<file path="config.mk">
export PLATFORM = sky130hd
export DESIGN_NAME = lei_xbar
export DESIGN_NICKNAME = d
export VERILOG_FILES = /design/src/rtl/lei_xbar_pkg.sv /design/src/rtl/lei_xbar_cfg_chain.sv /design/src/rtl/lei_xbar.sv
export SDC_FILE = /design/constraint.sdc
export NUM_CORES = 1
export LEC_CHECK = 0
export BUFFER_PORTS_ARGS = -buffer_cell sky130_fd_sc_hd__buf_2
export CORE_ASPECT_RATIO = 0.75
export CORE_MARGIN = 1
export CORE_UTILIZATION = 45
export DETAILED_ROUTE_END_ITERATION = 10
export PLACE_DENSITY_LB_ADDON = 0.08
export SLEW_MARGIN = 10
export SYNTH_ARGS = -nofsm -noshare
export SYNTH_HDL_FRONTEND = slang
export SYNTH_HIERARCHICAL = 1
export SYNTH_SLANG_ARGS = --single-unit
</file>
<file path="constraint.sdc">
create_clock -name clk -period 1.97 [get_ports clk]
set_input_delay 0.197 -clock clk [delete_from_list [all_inputs] [get_ports clk]]
set_output_delay 0.197 -clock clk [all_outputs]
set_load 0.02 [all_outputs]
</file>
<file path="src/rtl/lei_xbar_pkg.sv">
// Shared types and helpers for the lei_xbar input crossbar.
// Optional parity framing is selected with LEI_XBAR_PARITY_EN.
package lei_xbar_pkg;

    typedef enum logic [1:0] {IDLE, LOAD, COMMIT} lei_xbar_state_t;

    function automatic int sel_width(input int num_src);
        return $clog2(num_src + 1);
    endfunction

endpackage

</file>
<file path="src/rtl/lei_xbar_cfg_chain.sv">
// Serial config staging register with saturating bit counter and frame check.
// LEI_XBAR_PARITY_EN appends an even-parity bit to every frame.
module lei_xbar_cfg_chain #(
    parameter int CFG_BITS = 48
) (
    input  logic                clk,
    input  logic                nrst,
    input  logic                shift,
    input  logic                clr,
    input  logic                config_data_in,
    output logic                config_data_out,
    output logic                frame_ok,
    output logic [CFG_BITS-1:0] cfg_word
);

`ifdef LEI_XBAR_PARITY_EN
    localparam int FRAME = CFG_BITS + 1;
`else
    localparam int FRAME = CFG_BITS;
`endif
    localparam int CNT_W = $clog2(FRAME + 1);

    logic [FRAME-1:0] staging;
    logic [CNT_W-1:0] cnt;

    always_ff @(posedge clk or negedge nrst) begin
        if (!nrst) begin
            staging <= '0;
            cnt     <= '0;
        end else begin
            if (shift) begin
                staging <= {staging[FRAME-2:0], config_data_in};
            end
            if (clr) begin
                cnt <= '0;
            end else if (shift && cnt != CNT_W'(FRAME)) begin
                cnt <= cnt + 1'b1;
            end
        end
    end

    // Config fields are the first CFG_BITS bits shifted; a parity bit trails them.
    assign cfg_word        = staging[FRAME-1 -: CFG_BITS];
    assign config_data_out = staging[FRAME-1];

`ifdef LEI_XBAR_PARITY_EN
    assign frame_ok = (cnt == CNT_W'(FRAME)) && !(^staging);
`else
    assign frame_ok = (cnt == CNT_W'(FRAME));
`endif

endmodule

</file>
<file path="src/rtl/lei_xbar.sv">
// Double-buffered LE input crossbar: staged serial config, atomic commit.
// Build with LEI_XBAR_PARITY_EN to require an even-parity bit per frame.
module lei_xbar
    import lei_xbar_pkg::*;
#(
    parameter int NUM_SRC   = 4,
    parameter int NUM_DST   = 4,
    parameter int LE_INPUTS = 4
) (
    input  logic                         clk,
    input  logic                         nrst,
    input  logic                         en,
    input  logic                         config_en,
    input  logic                         config_data_in,
    output logic                         config_data_out,
    input  logic [NUM_SRC-1:0]           leout,
    output logic [NUM_DST*LE_INPUTS-1:0] lein,
    output logic [NUM_DST*LE_INPUTS-1:0] drv,
    output logic                         cfg_done,
    output logic                         cfg_err
);

    localparam int SEL_W    = sel_width(NUM_SRC);
    localparam int CFG_BITS = NUM_DST * LE_INPUTS * SEL_W;

    lei_xbar_state_t     state;
    lei_xbar_state_t     next_state;
    logic [CFG_BITS-1:0] active;
    logic [CFG_BITS-1:0] cfg_word;
    logic                frame_ok;
    logic                shift;
    logic                clr;
    logic [SEL_W-1:0]    sel;

    assign shift = en && config_en && (state != COMMIT);
    assign clr   = (state == COMMIT);

    lei_xbar_cfg_chain #(
        .CFG_BITS(CFG_BITS)
    ) u_chain (
        .clk            (clk),
        .nrst           (nrst),
        .shift          (shift),
        .clr            (clr),
        .config_data_in (config_data_in),
        .config_data_out(config_data_out),
        .frame_ok       (frame_ok),
        .cfg_word       (cfg_word)
    );

    always_ff @(posedge clk or negedge nrst) begin
        if (!nrst) begin
            state <= IDLE;
        end else begin
            state <= next_state;
        end
    end

    always_comb begin
        next_state = state;
        unique case (state)
            IDLE:    if (config_en) next_state = LOAD;
            LOAD:    if (!config_en) next_state = COMMIT;
            COMMIT:  next_state = IDLE;
            default: next_state = IDLE;
        endcase
    end

    always_ff @(posedge clk or negedge nrst) begin
        if (!nrst) begin
            active   <= '1;
            cfg_done <= 1'b0;
            cfg_err  <= 1'b0;
        end else begin
            cfg_done <= 1'b0;
            if (state == COMMIT) begin
                if (frame_ok) begin
                    active   <= cfg_word;
                    cfg_done <= 1'b1;
                    cfg_err  <= 1'b0;
                end else begin
                    cfg_err <= 1'b1;
                end
            end
        end
    end

    // Out-of-range selects leave the input undriven and low.
    always_comb begin
        lein = '0;
        drv  = '0;
        sel  = '0;
        for (int d = 0; d < NUM_DST; d++) begin
            for (int j = 0; j < LE_INPUTS; j++) begin
                sel = active[((j*NUM_DST)+d)*SEL_W +: SEL_W];
                for (int s = 0; s < NUM_SRC; s++) begin
                    if (sel == SEL_W'(s)) begin
                        lein[d*LE_INPUTS+j] = leout[s];
                        drv[d*LE_INPUTS+j]  = 1'b1;
                    end
                end
            end
        end
    end

endmodule
</file>
==> results.sh, run 1 <==
export IMPL_ys_top_cells_by_count="92 x mux2_2, 58 x dfrtp_1, 48 x dfstp_2"
export IMPL_hold_class="in2reg"
export IMPL_avgRoutedWirePerCell_um=16.53
export IMPL_tightest_slew_ps=525.5
export IMPL_drc=0
export IMPL_ys_flop_type="dfrtp_1"
export IMPL_finalSetupViolCount=0
export IMPL_coreArea_um2=9930
export IMPL_numCtsBuffers=9
export IMPL_grt_setup_unrepaired="false"
export IMPL_utilization=0.5378
export IMPL_vdd_drop_max_v=0.0005428
export IMPL_path_class="reg2out"
export IMPL_gp_congestion=0.7624
export IMPL_cts_setup_buffers=0
export IMPL_synth_distinct_cells=33
export IMPL_rr_endpoint="active[39]$_DFFE_PN1P_"
export IMPL_num_nets_final=362
export IMPL_diodes=0
export IMPL_reg2regPathDepth=7
export IMPL_die_w_um=120.2
export IMPL_grt_util_met2=0.2371
export IMPL_async_flop_share=1.000
export IMPL_io_pins=44
export IMPL_avgSynthCellArea_um2=15.35
export IMPL_finalWorstSetupSlack_ps=69.50
export IMPL_final_setup_tns_ps=0
export IMPL_synth_top_cell_area_share=0.3079
export IMPL_p_leak_uw=0.002360
export IMPL_drt_iter0_markers=181
export IMPL_crit_path_top_delay_cell="dfstp_2"
export IMPL_p_clk_frac=0.350
export IMPL_status="completed"
export IMPL_netlist_area_um2=4713
export IMPL_clock_root_buffer="clkbuf_16"
export IMPL_cts_htree_levels=3
export IMPL_drive_above_1_share=0.6292
export IMPL_syn_nets=318
export IMPL_pwr_share_comb=0.102
export IMPL_crit_chain="mux4_2 -> and2_4 -> buf_2"
export IMPL_grt_remaining_overflow=0
export IMPL_dp_worst_setup_slack_ps=193.8
export IMPL_worstPathMaxFanout=2
export IMPL_yosys_top_cells_area="dfrtp_1 31%, dfstp_2 27%, mux2_2 22%, mux4_2 4.8%, mux4_1 3.3%"
export IMPL_initial_utilization=0.4747
export IMPL_antenna_found_initial=0
export IMPL_slew_viol_final=0
export IMPL_vias_per_cell=5.252
export IMPL_drv_cap=0
export IMPL_dieArea_um2=10890
export IMPL_p_seq_frac=0.548
export IMPL_powerDensity_nw_per_um2=859.3
export IMPL_top_usage_layer="met2"
export IMPL_grt_usage=0.1611
export IMPL_relSlewSlack=0.6497
export IMPL_numPortBuffers=43
export IMPL_rows=31
export IMPL_synth_most_common_cell="mux2_2"
export IMPL_hpwl_um=4965
export IMPL_grt_pass1_wl_um=13370
export IMPL_worstSetupStartpointType="flip-flop"
export IMPL_synthCells=307
export IMPL_grt_use_met1=0.2306
export IMPL_r2r_start="u_chain/cnt[0]$_DFFE_PN0P_"
export IMPL_net_switching_power_uw=1134
export IMPL_synth_seq_cells=106
export IMPL_syn_to_final_growth_pct=13.30
export IMPL_period_share=0.9647
export IMPL_synth_edff_count=0
export IMPL_ant_nets=0
export IMPL_fmax_ghz=0.5262
export IMPL_p_int_uw=3455
export IMPL_clock_path_buffers=2
export IMPL_grt_util_met3=0.04545
export IMPL_synth_seq_area_share=0.5755
export IMPL_reg2reg_slack_ps=180
export IMPL_drt_total_wl_um=8067
export IMPL_grt_start_max_net_pins=51
export IMPL_yosys_warnings=6
export IMPL_worstPathArrival_ps=1700
export IMPL_die_height_um=90.63
export IMPL_min_delay_start="config_en"
export IMPL_p_sw_frac=0.2471
export IMPL_crit_end="lein[4]"
export IMPL_grt_pass1_vias=2573
export IMPL_clock_latency_ps=340
export IMPL_fin_skew_ps=4.044
export IMPL_crit_path_max_incr_delay_ps=550
export IMPL_worstSetupEndpointType="primary output"
export IMPL_finalCriticalPeriod_ps=1900
export IMPL_path_clk_slew_ps=70
export IMPL_hold_viol=0
export IMPL_cts_tree="built"
export IMPL_cp_data_required_time_ps=1770
export IMPL_synth_top_cell_by_area="dfrtp_1"
export IMPL_fillers=886
export IMPL_cts_sinks=106
export IMPL_vias=2563
export IMPL_crit_start="active[3]$_DFFE_PN1P_"
export IMPL_dr_pass1_iters=4
-- power by group through the flow --
stage	clock (uW)	combinational [uW]	sequential (uW)
2_1_floorplan	0	335	2500
3_3_place_gp	0	462	2560
3_5_place_dp	0	465	2550
4_1_cts	1670	471	2520
5_1_grt	1750	517	2550
6_report	1610	467	2520
-- routing by layer --
layer  routed length (um)  vias to the layer above  share of wire
met1                 3985                     1340           0.49
li1                     -                     1176              -
met3                  313                       10          0.039
met2                 3657                       37           0.45
met5                    0                        -              0
met4                  110                        0          0.014
-- kinds of logic after synthesis --
family / synth area share
fa+ha+maj: 0.005308
xor+xnor: 0.003717
simple gates: 0.05655
compound gates: 0.008760
buf+inv: 0.03717
flops: 0.5755
mux: 0.3130
-- critical path: cells and delay by family, from the launching register on --
| family | cells | cell delay (ps) |
|---|---|---|
| buffers and inverters | 1 | 150 |
| flip-flops | 1 | 550 |
| multiplexers | 1 | 500 |
| AND/OR/NAND/NOR | 1 | 170 |
-- flip-flops by register name, indices dropped and copies added, names as in the netlist --
name and cells:
active 48, u_chain/cfg_word 48, u_chain/cnt 6, state 2, cfg_done 1, cfg_err 1
-- through the flow --
stage               hold slack (ps)  power [uW]  instance area, um^2  std cells
floorplan                    -98.59        2839                 4713        307
detailed placement            208.0        3020                 5082        471
finish                        33.20        4589                 5340        488
global placement              205.8        3018                 5082        471
CTS                           18.45        4654                 5350        488
global route                  38.48        4816                 5340        488
-- placed cells by master (no fill, tap or decap), types with 9 or more instances in the layout --
cell | Yosys | routed
mux2_2 | 92 | 92
dfrtp_1 | 58 | 58
dfstp_2 | 48 | 48
buf_2 | 11 | 41
inv_1 | 19 | 19
mux4_2 | 10 | 16
and2_1 | 16 | 14
clkbuf_16 | 0 | 9
-- how the worst min path moves through the flow --
stage                                  endpoint  slack [ps]  cells after the start
6_report                   state[1]$_DFFE_PN0P_          30                      2
5_1_grt                    state[1]$_DFFE_PN0P_          40                      2
4_1_cts                    state[1]$_DFFE_PN0P_          20                      2
3_5_place_dp   u_chain/cfg_word[20]$_DFFE_PN0P_         210                      1
3_3_place_gp   u_chain/cfg_word[20]$_DFFE_PN0P_         210                      1
2_1_floorplan                cfg_done$_DFF_PN0_        -100                      0
-- timing repair --
action | CTS | global route
hold endpoints to repair | 19 | 0
setup endpoints to repair | 2 | 5
pin swaps | 0 | 1
hold buffers | 1 | 0
resized for setup | 3 | 6
-- cell type report --
class,instances,area [um^2],share of cell area
inverter,19,71.32,0.01336
clock inverter,6,33.78,0.006326
clock buffer,10,229.0,0.04288
timing repair buffer,50,312.8,0.05858
multi-input combinational,165,1815,0.3400
tap,132,165.2,0.03093
sequential,106,2713,0.5080
Note: power is estimated with default switching activity, not from simulation.
==> inputs of run 2 (changes only) <==
--- a/config.mk
+++ b/config.mk
@@ -6,7 +6,6 @@
 export NUM_CORES = 1
 export LEC_CHECK = 0
 export BUFFER_PORTS_ARGS = -buffer_cell sky130_fd_sc_hd__buf_2
-export CORE_ASPECT_RATIO = 0.75
 export CORE_MARGIN = 1
 export CORE_UTILIZATION = 45
 export DETAILED_ROUTE_END_ITERATION = 10
==> run 2 against run 1 <==
Effect of this change:
- clock power is 9% lower
- design area rose by 0.75%
- combinational power is 4.9% higher
- die area hardly changed
- count of clock-buffer cells in the layout stayed put
- sequential power barely moved
- non-clock buffer count increased by 1
- critical path type unchanged
- largest cell class unchanged
==> results.sh, run 2 (synthesis results as in run 1) <==
export IMPL_status="completed"
export IMPL_p_sw_frac=0.2499
export IMPL_grt_pass1_wl_um=13610
export IMPL_p_int_uw=3355
export IMPL_r2r_start="u_chain/cnt[0]$_DFFE_PN0P_"
export IMPL_tightest_slew_ps=500.0
export IMPL_dieArea_um2=10890
export IMPL_fillers=872
export IMPL_drc=0
export IMPL_reg2reg_slack_ps=160
export IMPL_utilization=0.5405
export IMPL_pwr_share_comb=0.110
export IMPL_ant_nets=0
export IMPL_grt_start_max_net_pins=53
export IMPL_drt_total_wl_um=8177
export IMPL_path_class="reg2out"
export IMPL_clock_root_buffer="clkbuf_8"
export IMPL_worstPathArrival_ps=1720
export IMPL_final_setup_tns_ps=0
export IMPL_finalSetupViolCount=0
export IMPL_coreArea_um2=9955
export IMPL_grt_usage=0.1610
export IMPL_vias=2519
export IMPL_grt_setup_unrepaired="false"
export IMPL_crit_path_top_delay_cell="dfstp_2"
export IMPL_cts_htree_levels=3
export IMPL_numCtsBuffers=9
export IMPL_io_pins=44
export IMPL_worst_path_buf_inv=1
export IMPL_slew_viol_final=0
export IMPL_mostFrequentLayoutCells="92 x mux2_2, 58 x dfrtp_1, 48 x dfstp_2"
export IMPL_p_clk_frac=0.329
export IMPL_cp_top_family="flip-flops"
export IMPL_initial_utilization=0.4735
export IMPL_worstSetupEndpointType="primary output"
export IMPL_vdd_drop_max_v=0.0005694
export IMPL_vias_per_cell=5.141
export IMPL_period_share=0.9738
export IMPL_die_w_um=104.3
export IMPL_rows=36
export IMPL_antenna_found_initial=0
export IMPL_cp_depth=3
export IMPL_crit_path_max_incr_delay_ps=550
export IMPL_crit_end="lein[2]"
export IMPL_dr_pass1_iters=4
export IMPL_relSlewSlack=0.6667
export IMPL_fmax_ghz=0.5213
export IMPL_crit_chain="mux4_2 -> and2_1 -> buf_2"
export IMPL_hold_viol=0
export IMPL_layout_commonest_cell="mux2_2"
export IMPL_fin_skew_ps=18.39
export IMPL_clock_path_buffers=2
export IMPL_powerDensity_nw_per_um2=831.2
export IMPL_rr_endpoint="active[26]$_DFFE_PN1P_"
export IMPL_crit_start="active[24]$_DFFE_PN1P_"
export IMPL_cts_tree="built"
export IMPL_cts_sinks=106
export IMPL_cp_data_required_time_ps=1770
export IMPL_hold_class="in2reg"
export IMPL_syn_to_final_growth_pct=14.15
export IMPL_numPortBuffers=43
export IMPL_avgRoutedWirePerCell_um=16.69
export IMPL_path_clk_slew_ps=100
export IMPL_num_nets_final=363
export IMPL_drive_above_1_share=0.6499
export IMPL_p_leak_uw=0.002373
export IMPL_gp_congestion=0.6897
export IMPL_worstPathMaxFanout=2
export IMPL_worstSetupStartpointType="flip-flop"
export IMPL_net_switching_power_uw=1118
export IMPL_finalCriticalPeriod_ps=1918
export IMPL_hpwl_um=4926
export IMPL_clock_latency_ps=360
export IMPL_grt_remaining_overflow=0
export IMPL_total_power_uw=4472
export IMPL_min_delay_start="config_en"
export IMPL_reg2regPathDepth=7
export IMPL_die_height_um=104.3
export IMPL_drv_cap=0
export IMPL_drt_iter0_markers=72
export IMPL_p_seq_frac=0.562
export IMPL_grt_pass1_vias=2632
export IMPL_cts_setup_buffers=0
export IMPL_diodes=0
==> run 2: how the worst min path moves through the flow <==
stage | endpoint | slack [ps] | depth (start not counted)
after CTS | state[1]$_DFFE_PN0P_ | 2 | 2
after detailed placement | u_chain/cfg_word[19]$_DFFE_PN0P_ | 200 | 1
after global routing | state[1]$_DFFE_PN0P_ | 4 | 2
after global placement | u_chain/cfg_word[19]$_DFFE_PN0P_ | 200 | 1
final | state[1]$_DFFE_PN0P_ | 20 | 2
after floorplan | cfg_done$_DFF_PN0_ | -100 | 0
==> run 2: cell type report <==
cell class              count  area (um^2)  area share
flip-flops and latches    106         2713      0.5042
multi-input cells         165         1833      0.3407
clock inverters             6        96.34     0.01791
inverters                  19        71.32     0.01326
repair buffers             51        372.9     0.06930
well taps                 133        166.4     0.03093
clock buffers              10        127.6     0.02372
==> run 2: routing by layer <==
| layer | wire, um | vias to the layer above | track usage |
|---|---|---|---|
| li1 | - | 1168 | - |
| met1 | 3881 | 1308 | 0.2162 |
| met2 | 4023 | 35 | 0.2663 |
| met3 | 200 | 8 | 0.03195 |
| met4 | 71 | 0 | 0.04286 |
| met5 | 0 | - | 0 |
==> run 2: power groups by stage <==
stage / clock network (uW) / logic, uW / registers [uW]
final: 1470 / 490 / 2510
after detailed placement: 0 / 475 / 2550
after global placement: 0 / 466 / 2550
after CTS: 1530 / 483 / 2510
after global routing: 1620 / 547 / 2540
after floorplan: 0 / 335 / 2500
==> run 2: what timing repair did <==
item / CTS / global route
pin swaps: 0 / 9
endpoints found under the hold margin: 18 / 0
gates cloned: 0 / 0
resized for setup: 8 / 22
endpoints found under the setup margin: 5 / 10
hold buffers: 1 / 0
==> run 2: per-stage QoR <==
stage | hold WS, ps | cell area (um^2) | instances | setup WS, ps
2_1_floorplan | -98.59 | 4713 | 307 | 329.1
3_3_place_gp | 204.7 | 5104 | 473 | 208.3
3_5_place_dp | 200.3 | 5104 | 473 | 189.0
4_1_cts | 2.153 | 5326 | 490 | -0.7377
5_1_grt | 4.308 | 5380 | 490 | 0.09925
6_report | 19.36 | 5380 | 490 | 51.55
==> inputs of run 3 (changes only) <==
--- a/config.mk
+++ b/config.mk
@@ -5,7 +5,7 @@
 export SDC_FILE = /design/constraint.sdc
 export NUM_CORES = 1
 export LEC_CHECK = 0
-export BUFFER_PORTS_ARGS = -buffer_cell sky130_fd_sc_hd__buf_2
+export BUFFER_PORTS_ARGS = -buffer_cell sky130_fd_sc_hd__buf_4
 export CORE_MARGIN = 1
 export CORE_UTILIZATION = 45
 export DETAILED_ROUTE_END_ITERATION = 10
==> constraint.sdc (replaced) <==
create_clock -name clk -period 2.2 [get_ports clk]
set_input_delay 0.22 -clock clk [delete_from_list [all_inputs] [get_ports clk]]
set_output_delay 0.22 -clock clk [all_outputs]
set_load 0.02 [all_outputs]
==> run 3 against run 2 <==
Effect of this change:
- clock power down 7%
- critical path depth stayed put
- sequential power fell by 10%
- via count grew 2.3%
- design area up 0.98%
- sequential share of layout area down 0.49 points
- power down 9.5%
- cell count decreased by 0.20%
- wire length is 2.6% higher
- non-clock buffer count fell by 1
- worst setup slack improved by 110 ps
- die area unchanged
==> results.sh, run 3 (synthesis results as in run 1) <==
export IMPL_drc=0
export IMPL_dr_pass1_iters=4
export IMPL_die_w_um=104.3
export IMPL_coreArea_um2=9955
export IMPL_grt_remaining_overflow=0
export IMPL_tightest_slew_ps=566.4
export IMPL_slew_viol_final=0
export IMPL_cts_sinks=106
export IMPL_grt_usage=0.1690
export IMPL_worstSetupEndpointType="primary output"
export IMPL_avgRoutedWirePerCell_um=17.16
export IMPL_hold_slack_ps=30.71
export IMPL_p_leak_uw=0.002410
export IMPL_worstPathMaxFanout=2
export IMPL_fin_skew_ps=10.10
export IMPL_grt_setup_unrepaired="false"
export IMPL_vdd_drop_max_v=0.0005180
export IMPL_crit_path_top_delay_cell="dfstp_2"
export IMPL_layout_commonest_cell="mux2_2"
export IMPL_status="completed"
export IMPL_utilization=0.5458
export IMPL_finalWorstSetupSlack_ps=161.5
export IMPL_worstPathArrival_ps=1820
export IMPL_grt_pass1_wl_um=14230
export IMPL_crit_chain="mux4_1 -> and2_1 -> buf_4"
export IMPL_num_nets_final=362
export IMPL_crit_path_max_incr_delay_ps=560
export IMPL_mostFrequentLayoutCells="92 x mux2_2, 58 x dfrtp_1, 48 x dfstp_2"
export IMPL_cp_data_required_time_ps=1980
export IMPL_worstSetupStartpointType="flip-flop"
export IMPL_post_cts_resized=0
export IMPL_cts_tree="built"
export IMPL_hpwl_um=4972
export IMPL_clock_latency_ps=370
export IMPL_path_clk_slew_ps=100
export IMPL_rows=36
export IMPL_drt_iter0_markers=86
export IMPL_numCtsBuffers=9
export IMPL_ant_nets=0
export IMPL_powerDensity_nw_per_um2=745.3
export IMPL_fin_cells=489
export IMPL_drt_total_wl_um=8389
export IMPL_period_share=0.9266
export IMPL_drive_above_1_share=0.6096
export IMPL_finalSetupViolCount=0
export IMPL_gp_congestion=0.7049
export IMPL_cts_htree_levels=3
export IMPL_grt_pass1_vias=2710
export IMPL_relSlewSlack=0.6224
export IMPL_io_pins=44
export IMPL_cts_setup_buffers=0
export IMPL_die_height_um=104.3
export IMPL_initial_utilization=0.4735
export IMPL_antenna_found_initial=0
export IMPL_vias_per_cell=5.270
export IMPL_numPortBuffers=43
export IMPL_dp_cells=472
export IMPL_hold_viol=0
export IMPL_finalCriticalPeriod_ps=2039
export IMPL_hold_class="in2reg"
export IMPL_diodes=0
export IMPL_drv_cap=0
export IMPL_syn_to_final_growth_pct=15.26
export IMPL_dp_worst_setup_slack_ps=393.0
export IMPL_final_setup_tns_ps=0
export IMPL_vias=2577
export IMPL_clock_path_buffers=2
export IMPL_fmax_ghz=0.4905
export IMPL_postCtsHoldBufs=1
export IMPL_path_class="reg2out"
export IMPL_dieArea_um2=10890
export IMPL_grt_start_max_net_pins=51
export IMPL_clock_root_buffer="clkbuf_8"
[run 3: power by group]
group | total (uW) | switching (uW) | internal (uW)
logic | 432 | 204 | 228
registers | 2250 | 135 | 2110
clock network | 1370 | 679 | 688
total | 4050 | 1020 | 3030
[run 3: metrics by stage]
step,power (uW),cell area [um^2]
after floorplan,2542,4713
after global placement,2707,5189
after detailed placement,2723,5189
after CTS,4114,5433
after global routing,4251,5433
final,4049,5433
[run 3: critical path: cells and delay by family, from the launching register on]
kind,cells,cell delay [ps]
DFF,1,560
muxes,1,530
and+or+nand+nor,1,200
buffers and inverters,1,160
[run 3: per-layer routing]
metal,GRT usage,vias to the layer above,part of all wire
li1,-,1177,-
met1,0.2221,1362,0.47
met2,0.2815,30,0.50
met3,0.03822,8,0.024
met4,0.04592,0,0.011
met5,0,-,0
[run 3: area by class of cell]
type / count / area, um^2
tap: 133 / 166.4
multi-input combinational: 165 / 1833
sequential: 106 / 2713
fill: 850 / 4522
clock buffer: 10 / 137.6
timing repair buffer: 50 / 415.4
clock inverter: 6 / 96.34
inverter: 19 / 71.32
[run 3: worst paths after layout]
check | startpoint | end | slack [ps] | depth (start not counted)
worst min-delay path | config_en | state[1]$_DFFE_PN0P_ | 30 | 2
min in group asynchronous | nrst | cfg_done$_DFF_PN0_ | 390 | 2
worst max-delay path | active[36]$_DFFE_PN1P_ | lein[3] | 160 | 3
worst max register to register | u_chain/cnt[0]$_DFFE_PN0P_ | active[30]$_DFFE_PN1P_ | 370 | 7
max in group asynchronous | nrst | active[32]$_DFFE_PN1P_ | 1070 | 3
worst min register to register | state[1]$_DFFE_PN0P_ | state[0]$_DFFE_PN0P_ | 490 | 1
